## src/rtl/synt_lock_seq_if.sv

```systemverilog
// rtl/synt_lock_seq_if.sv - control/status bundle between power-control logic and the synth lock sequencer
interface synt_lock_seq_if #(
   parameter int N_CH  = 4,
   parameter int CNT_W = 7
);
   logic [N_CH-1:0]  PU_SYNT;
   logic [N_CH-1:0]  CAL_SYNT;
   logic [CNT_W-1:0] SETTLE_CNT;
   logic             ERR_CLR;
   logic [N_CH-1:0]  RDY_SYNT;
   logic [N_CH-1:0]  CAL_ERR;
   logic             RDY_ALL;

   modport master (
      output PU_SYNT, CAL_SYNT, SETTLE_CNT, ERR_CLR,
      input  RDY_SYNT, CAL_ERR, RDY_ALL
   );

   modport slave (
      input  PU_SYNT, CAL_SYNT, SETTLE_CNT, ERR_CLR,
      output RDY_SYNT, CAL_ERR, RDY_ALL
   );
endinterface

```

## src/rtl/synt_lock_seq.sv

```systemverilog
// rtl/synt_lock_seq.sv - multi-channel synthesizer power-up / calibration lock sequencer
// Optional macro SYNT_RELOCK_EN: calibration in READY restarts a full settle.
module synt_lock_seq #(
   parameter int N_CH       = 4,
   parameter int CNT_W      = 7,
   parameter int SETTLE_DEF = 20,
   parameter int CAL_TMO    = 100
) (
   input logic              CLK,
   input logic              RST_N,
   synt_lock_seq_if.slave   syn_io
);

   localparam int TMR_W = (CAL_TMO > 0) ? $clog2(CAL_TMO + 1) : 1;
   localparam logic [TMR_W-1:0] TMR_MAX = '1;

   typedef enum logic [1:0] {S_OFF, S_SETTLE, S_READY, S_ERR} state_e;

   state_e            state_q [N_CH];
   state_e            state_d [N_CH];
   logic [CNT_W-1:0]  cnt_q   [N_CH];
   logic [CNT_W-1:0]  cnt_d   [N_CH];
   logic [TMR_W-1:0]  tmr_q   [N_CH];
   logic [TMR_W-1:0]  tmr_d   [N_CH];
   logic [N_CH-1:0]   rdy_q, rdy_d;
   logic [N_CH-1:0]   err_q, err_d;
   logic [CNT_W-1:0]  load_val;

   assign load_val = (syn_io.SETTLE_CNT == '0) ? CNT_W'(SETTLE_DEF) : syn_io.SETTLE_CNT;

   always_ff @(posedge CLK) begin
      if (!RST_N) begin
         for (int i = 0; i < N_CH; i++) begin
            state_q[i] <= S_OFF;
            cnt_q[i]   <= '0;
            tmr_q[i]   <= '0;
         end
         rdy_q <= '0;
         err_q <= '0;
      end else begin
         for (int i = 0; i < N_CH; i++) begin
            state_q[i] <= state_d[i];
            cnt_q[i]   <= cnt_d[i];
            tmr_q[i]   <= tmr_d[i];
         end
         rdy_q <= rdy_d;
         err_q <= err_d;
      end
   end

   always_comb begin
      rdy_d = '0;
      err_d = err_q;
      for (int i = 0; i < N_CH; i++) begin
         state_d[i] = state_q[i];
         cnt_d[i]   = cnt_q[i];
         tmr_d[i]   = tmr_q[i];
         if (!syn_io.PU_SYNT[i]) begin
            state_d[i] = S_OFF;
         end else begin
            case (state_q[i])
               S_OFF: begin
                  state_d[i] = S_SETTLE;
                  cnt_d[i]   = load_val;
                  tmr_d[i]   = '0;
               end
               S_SETTLE: begin
                  if (syn_io.CAL_SYNT[i]) begin
                     // tmr_q counts earlier consecutive CAL cycles, so this is the CAL_TMO-th one
                     if (tmr_q[i] != TMR_MAX) tmr_d[i] = tmr_q[i] + 1'b1;
                     if (CAL_TMO != 0 && int'(tmr_q[i]) == CAL_TMO - 1) state_d[i] = S_ERR;
                  end else begin
                     tmr_d[i] = '0;
                     if (cnt_q[i] != '0) cnt_d[i] = cnt_q[i] - 1'b1;
                     else                state_d[i] = S_READY;
                  end
               end
               S_READY: begin
`ifdef SYNT_RELOCK_EN
                  if (syn_io.CAL_SYNT[i]) begin
                     state_d[i] = S_SETTLE;
                     cnt_d[i]   = load_val;
                     tmr_d[i]   = '0;
                  end
`else
                  state_d[i] = S_READY;
`endif
               end
               default: state_d[i] = S_ERR;
            endcase
         end
         rdy_d[i] = (state_d[i] == S_READY);
         // entering or staying in ERR beats a same-edge clear
         if (state_d[i] == S_ERR)                            err_d[i] = 1'b1;
         else if (syn_io.ERR_CLR && state_q[i] != S_ERR)     err_d[i] = 1'b0;
      end
   end

   always_comb begin
      syn_io.RDY_SYNT = rdy_q;
      syn_io.CAL_ERR  = err_q;
      syn_io.RDY_ALL  = &rdy_q;
   end

endmodule

```

## src/flat_wrapper.sv

```systemverilog
// flat-port wrapper written by rule: the top's interface ports become plain ports
module synt_lock_seq_flat 
#(
   parameter int N_CH       = 4,
   parameter int CNT_W      = 7,
   parameter int SETTLE_DEF = 20,
   parameter int CAL_TMO    = 100
)
  (CLK, RST_N, syn_io_PU_SYNT, syn_io_CAL_SYNT, syn_io_SETTLE_CNT, syn_io_ERR_CLR, syn_io_RDY_SYNT, syn_io_CAL_ERR, syn_io_RDY_ALL);
  synt_lock_seq_if #(.N_CH(N_CH), .CNT_W(CNT_W)) syn_io_i ();
  input logic CLK;
  input logic RST_N;
  input wire logic [$bits(syn_io_i.PU_SYNT)-1:0] syn_io_PU_SYNT;
  input wire logic [$bits(syn_io_i.CAL_SYNT)-1:0] syn_io_CAL_SYNT;
  input wire logic [$bits(syn_io_i.SETTLE_CNT)-1:0] syn_io_SETTLE_CNT;
  input wire logic [$bits(syn_io_i.ERR_CLR)-1:0] syn_io_ERR_CLR;
  output wire logic [$bits(syn_io_i.RDY_SYNT)-1:0] syn_io_RDY_SYNT;
  output wire logic [$bits(syn_io_i.CAL_ERR)-1:0] syn_io_CAL_ERR;
  output wire logic [$bits(syn_io_i.RDY_ALL)-1:0] syn_io_RDY_ALL;
  assign syn_io_i.PU_SYNT = syn_io_PU_SYNT;
  assign syn_io_i.CAL_SYNT = syn_io_CAL_SYNT;
  assign syn_io_i.SETTLE_CNT = syn_io_SETTLE_CNT;
  assign syn_io_i.ERR_CLR = syn_io_ERR_CLR;
  assign syn_io_RDY_SYNT = syn_io_i.RDY_SYNT;
  assign syn_io_CAL_ERR = syn_io_i.CAL_ERR;
  assign syn_io_RDY_ALL = syn_io_i.RDY_ALL;
  synt_lock_seq #(.N_CH(N_CH), .CNT_W(CNT_W), .SETTLE_DEF(SETTLE_DEF), .CAL_TMO(CAL_TMO)) u_core (.CLK(CLK), .RST_N(RST_N), .syn_io(syn_io_i));
endmodule
```

## config.mk

```make
export PLATFORM = sky130hd
export DESIGN_NAME = synt_lock_seq_flat
export DESIGN_NICKNAME = d
export VERILOG_FILES = /design/src/rtl/synt_lock_seq_if.sv /design/src/rtl/synt_lock_seq.sv /design/src/flat_wrapper.sv
export SDC_FILE = /design/constraint.sdc
export NUM_CORES = 1
export LEC_CHECK = 0
export CORE_MARGIN = 4
export CORE_UTILIZATION = 56
export DETAILED_ROUTE_END_ITERATION = 10
export DONT_BUFFER_PORTS = 1
export PLACE_DENSITY = 0.77
export RECOVER_POWER = 25
export SETUP_SLACK_MARGIN = 0.05
export SKIP_LAST_GASP = 1
export SLEW_MARGIN = 20
export SYNTH_ARGS = -nofsm -noshare
export SYNTH_HDL_FRONTEND = slang
export SYNTH_SLANG_ARGS = --single-unit
```

## constraint.sdc

```tcl
create_clock -name CLK -period 3.2 [get_ports CLK]
set_input_delay 0.96 -clock CLK [delete_from_list [all_inputs] [get_ports CLK]]
set_output_delay 0.96 -clock CLK [all_outputs]
set_load 0.02 [all_outputs]
```

==> impl_table.tex <==
\begin{tabular}{lr}
\hline
Metric & Value \\
\hline
\multicolumn{2}{l}{\textbf{STA}} \\
Maximum clock frequency & 474 MHz \\
Relative slew slack & 40.2\% \\
Clock Skew & 0.00866 ns \\
Final worst setup slack & 1.09 ns \\
Share of the clock period used by the worst path & 65.9\% \\
Slew at the pin with the worst max-slew slack & about 0.90 ns \\
Post-route setup TNS & 0 ns \\
Final Critical Period & 2.11 ns \\
Number of failing setup endpoints in the final timing report & 0 \\
Total count of max-transition violations in the final report & 0 \\
Number of hold violations in the final report & 0 \\
Worst hold margin & 0.494 ns \\
Unrepaired setup endpoints after global routing & false \\
\multicolumn{2}{l}{\textbf{Route}} \\
Wire per inst & 15.4 um \\
Vias per cell & 6.17 \\
Violation count after the first detailed-routing iteration & 276 \\
Post-route antenna net violation count & 0 \\
Final Routed Wirelength & 9040 um \\
Post-route DRC violation count & 0 \\
Number of optimization iterations in the first detailed-route pass & 5 \\
Via count of the routed design & about 3600 \\
\multicolumn{2}{l}{\textbf{Critical path}} \\
Worst Setup End Kind & output pin \\
Family of cells with the greatest summed delay on the critical path & flip-flops \\
Setup slack of the worst register-to-register path & 1.13 ns \\
Worst path cell trace & and4\_1 \\
Worst endpoint data arrival time & 1.15 ns \\
Startpoint Class & flop \\
Largest fanout of any net on the critical path & 2 \\
CP Buf/Inv Count & 0 \\
Critical setup path kind & flop to output pin \\
Delay of the slowest cell on the worst path & around 0.45 ns \\
Path depth of the worst reg2reg path & 6 \\
RR Endpoint & u\_core.cnt\_q[0][0] \\
R2R Path Start & u\_core.cnt\_q[0][1] \\
Slowest-stage cell, CP & sky130\_fd\_sc\_hd\_\_dfxtp\_1 \\
Critical path required time & 2.24 ns \\
\multicolumn{2}{l}{\textbf{Layout}} \\
Final Instance Count excl. Fillers & 588 \\
Ant. Diodes & 0 \\
Footprint of the multi-input gates & 2350 um2 \\
Number of nets in the finished design & between 500 and 600 \\
Fraction of final layout cells sized beyond drive strength 1 & 7.72\% \\
Growth of design area from synthesis to finish & 6.07\% \\
Leading cell type in the layout, fill and taps excluded & sky130\_fd\_sc\_hd\_\_dfxtp\_1 \\
Flip-flop and latch area & around 1400 um2 \\
Number of filler instances in the final layout & 614 \\
Commonest cells after routing, fill and taps aside & sky130\_fd\_sc\_hd\_\_dfxtp\_1, sky130\_fd\_sc\_hd\_\_nor2\_1, sky130\_fd\_sc\_hd\_\_nand2\_1, sky130\_fd\_sc\_hd\_\_a21oi\_1, sky130\_fd\_sc\_hd\_\_o21ai\_0 \\
\multicolumn{2}{l}{\textbf{Power}} \\
Clk network pwr share & 39.4\% \\
Worst voltage drop across the vdd grid & $\sim$280 uV \\
Switching part of the total power & 26.8\% \\
Proportion of power drawn by flip-flops and latches & 46.8\% \\
Combinational fraction of design power & 13.8\% \\
Internal power & 1.54 mW \\
Net switching power of the design & 0.562 mW \\
Pleak & 1.49 nW \\
Areal power density over the cells & 497 nW/um2 \\
Total power draw & 2.10 mW \\
\multicolumn{2}{l}{\textbf{Synth}} \\
Mean cell area of the mapped netlist & 8.01 um2 \\
Cell Area, Synth & 3980 um2 \\
Syn nets & 523 \\
Synth warnings & 0 \\
Syn Inst Count & 497 \\
Count of unique library cells instantiated by Yosys & 68 \\
Synth Flop Type & sky130\_fd\_sc\_hd\_\_dfxtp\_1 \\
Post-synth EDFFs & 0 \\
Async set-reset flop share out of synthesis & 0\% \\
Post-synthesis register bit count & between 70 and 80 \\
Sequential fraction of the synthesis area & 36.2\% \\
\multicolumn{2}{l}{\textbf{Clocking}} \\
Post-CTS Hold Buffers & 0 \\
TritonCTS buffer count & 9 \\
Number of instances resized during post-cts repair & 0 \\
Root buffer cell & sky130\_fd\_sc\_hd\_\_clkbuf\_8 \\
Clock slew seen by the registers of the worst setup and hold paths & around 0.08 ns \\
Clock latency on the worst-skew pair & 0.35 ns \\
CTS tree & built \\
Clk buf depth & 2 \\
H-tree depth & 3 \\
Post-CTS setup buffer count & 0 \\
Clock sink count & 72 \\
\multicolumn{2}{l}{\textbf{Floorplan}} \\
Num ports & 27 \\
Die Span X & 92.3 um \\
Total die area & $\sim$8500 um2 \\
Rows & 30 \\
Area of the placeable core & about 6800 um2 \\
Floorplan die height & a little over 90 um \\
Initial core utilization & 58.2\% \\
\multicolumn{2}{l}{\textbf{GRT}} \\
Vias in the first global route & 3304 \\
Overall routing resource usage & 21.7\% \\
Largest net degree at the start of global routing & 40 \\
Antenna violations before repair & 0 \\
Sum of overflow across all layers after global routing & 0 \\
First-pass GRT wire length & roughly 15000 um \\
\multicolumn{2}{l}{\textbf{Hold path}} \\
Type of the worst min-delay path & flop to flop \\
Worst hold path startpoint & u\_core.tmr\_q[3][1] \\
Endpoint, Worst Hold & u\_core.tmr\_q[3][1] \\
Hold depth & 2 \\
\multicolumn{2}{l}{\textbf{Flow run}} \\
Number of maximum-capacitance constraint violations & 0 \\
\multicolumn{2}{l}{\textbf{Place}} \\
Final RePlAce weighted congestion & 0.835 \\
Input/output buffers & 0 \\
Half-perimeter wire length of the detailed placement result & roughly 6200 um \\
Post-placement worst setup slack & 0.909 ns \\
Cell count after placement & 572 \\
\multicolumn{2}{l}{\textbf{Outcome}} \\
Result of the run & finished, final reports clean \\
\hline
\end{tabular}
[worst max-delay path by stage]
stage	startpoint	endpoint	slack (ns)	depth (start not counted)
finish	u_core.syn_io.RDY_SYNT[3]	syn_io_RDY_ALL	1.09	1
global route	u_core.cnt_q[0][0]	u_core.cnt_q[0][0]	1.02	6
CTS	u_core.syn_io.RDY_SYNT[3]	syn_io_RDY_ALL	1.08	1
detailed placement	syn_io_PU_SYNT[2]	u_core.cnt_q[2][0]	0.91	4
global placement	syn_io_PU_SYNT[2]	u_core.cnt_q[2][0]	0.94	4
floorplan	syn_io_PU_SYNT[0]	u_core.cnt_q[0][1]	1.16	6
[Yosys cell counts, drive strengths merged (11+ instances only)]
cell type | instances | share of area [%]
nor2 | 58 | 5.5
clkbuf | 11 | 1.0
nand3 | 13 | 1.6
o21ai | 25 | 3.1
nor2b | 14 | 2.4
nand4 | 11 | 1.7
inv | 18 | 1.7
buf | 11 | 1.9
o211ai | 16 | 3.3
dfxtp | 72 | 36
nand2 | 46 | 4.3
a21oi | 42 | 5.3
nor3 | 16 | 2.0
nand2b | 12 | 1.9
[area by class of cell]
| class | instances | area share, % |
|---|---|---|
| Multi-Input combinational cell | 384 | 55.7 |
| Sequential cell | 72 | 34.2 |
| Clock buffer | 11 | 3.59 |
| Tap cell | 96 | 2.85 |
| Clock inverter | 5 | 1.87 |
| Inverter | 19 | 1.69 |
| Timing Repair Buffer | 1 | 0.178 |
[sequential cells by signal, indices dropped and copies added, names as in the netlist]
name,cells
u_core.syn_io.RDY_SYNT,4
u_core.cnt_q,28
u_core.state_q,8
u_core.syn_io.CAL_ERR,4
u_core.tmr_q,28
[power by group through the flow]
stage	clock network, mW	registers, mW	logic, mW
4_1_cts	0.841	0.980	0.287
5_1_grt	0.878	0.989	0.324
2_1_floorplan	0	0.985	0.261
3_3_place_gp	0	0.999	0.277
6_report	0.826	0.982	0.290
3_5_place_dp	0	1.00	0.285
[stage by stage]
stage / instance area (um2) / util (%)
floorplan: 3980 / -
global placement: 3990 / 58.4
detailed placement: 3990 / 58.4
CTS: 4220 / 61.8
global route: 4220 / 61.8
finish: 4220 / 61.8
[routing by layer]
metal  wire [um]  GRT usage (%)  vias to the layer above
met4         184           9.28                        0
met2        4100           32.9                      112
li1            -              -                     1807
met5           0              0                        -
met3         559           4.71                       22
met1        4200           29.8                     1685
[logic make-up (layout without fill, tap and decap cells)]
group / count (synthesis) / after routing / share of synthesized area, %
muxes: 6 / 6 / 1.57
AOI/OAI and AO/OA: 140 / 140 / 23.1
and+or+nand+nor: 222 / 222 / 30.1
DFF: 72 / 72 / 36.2
xor gates and xnor gates: 8 / 8 / 1.76
adders and majority gates: 8 / 8 / 2.52
buffers and inverters: 41 / 36 / 4.72
(Power assumes the default switching activity.)
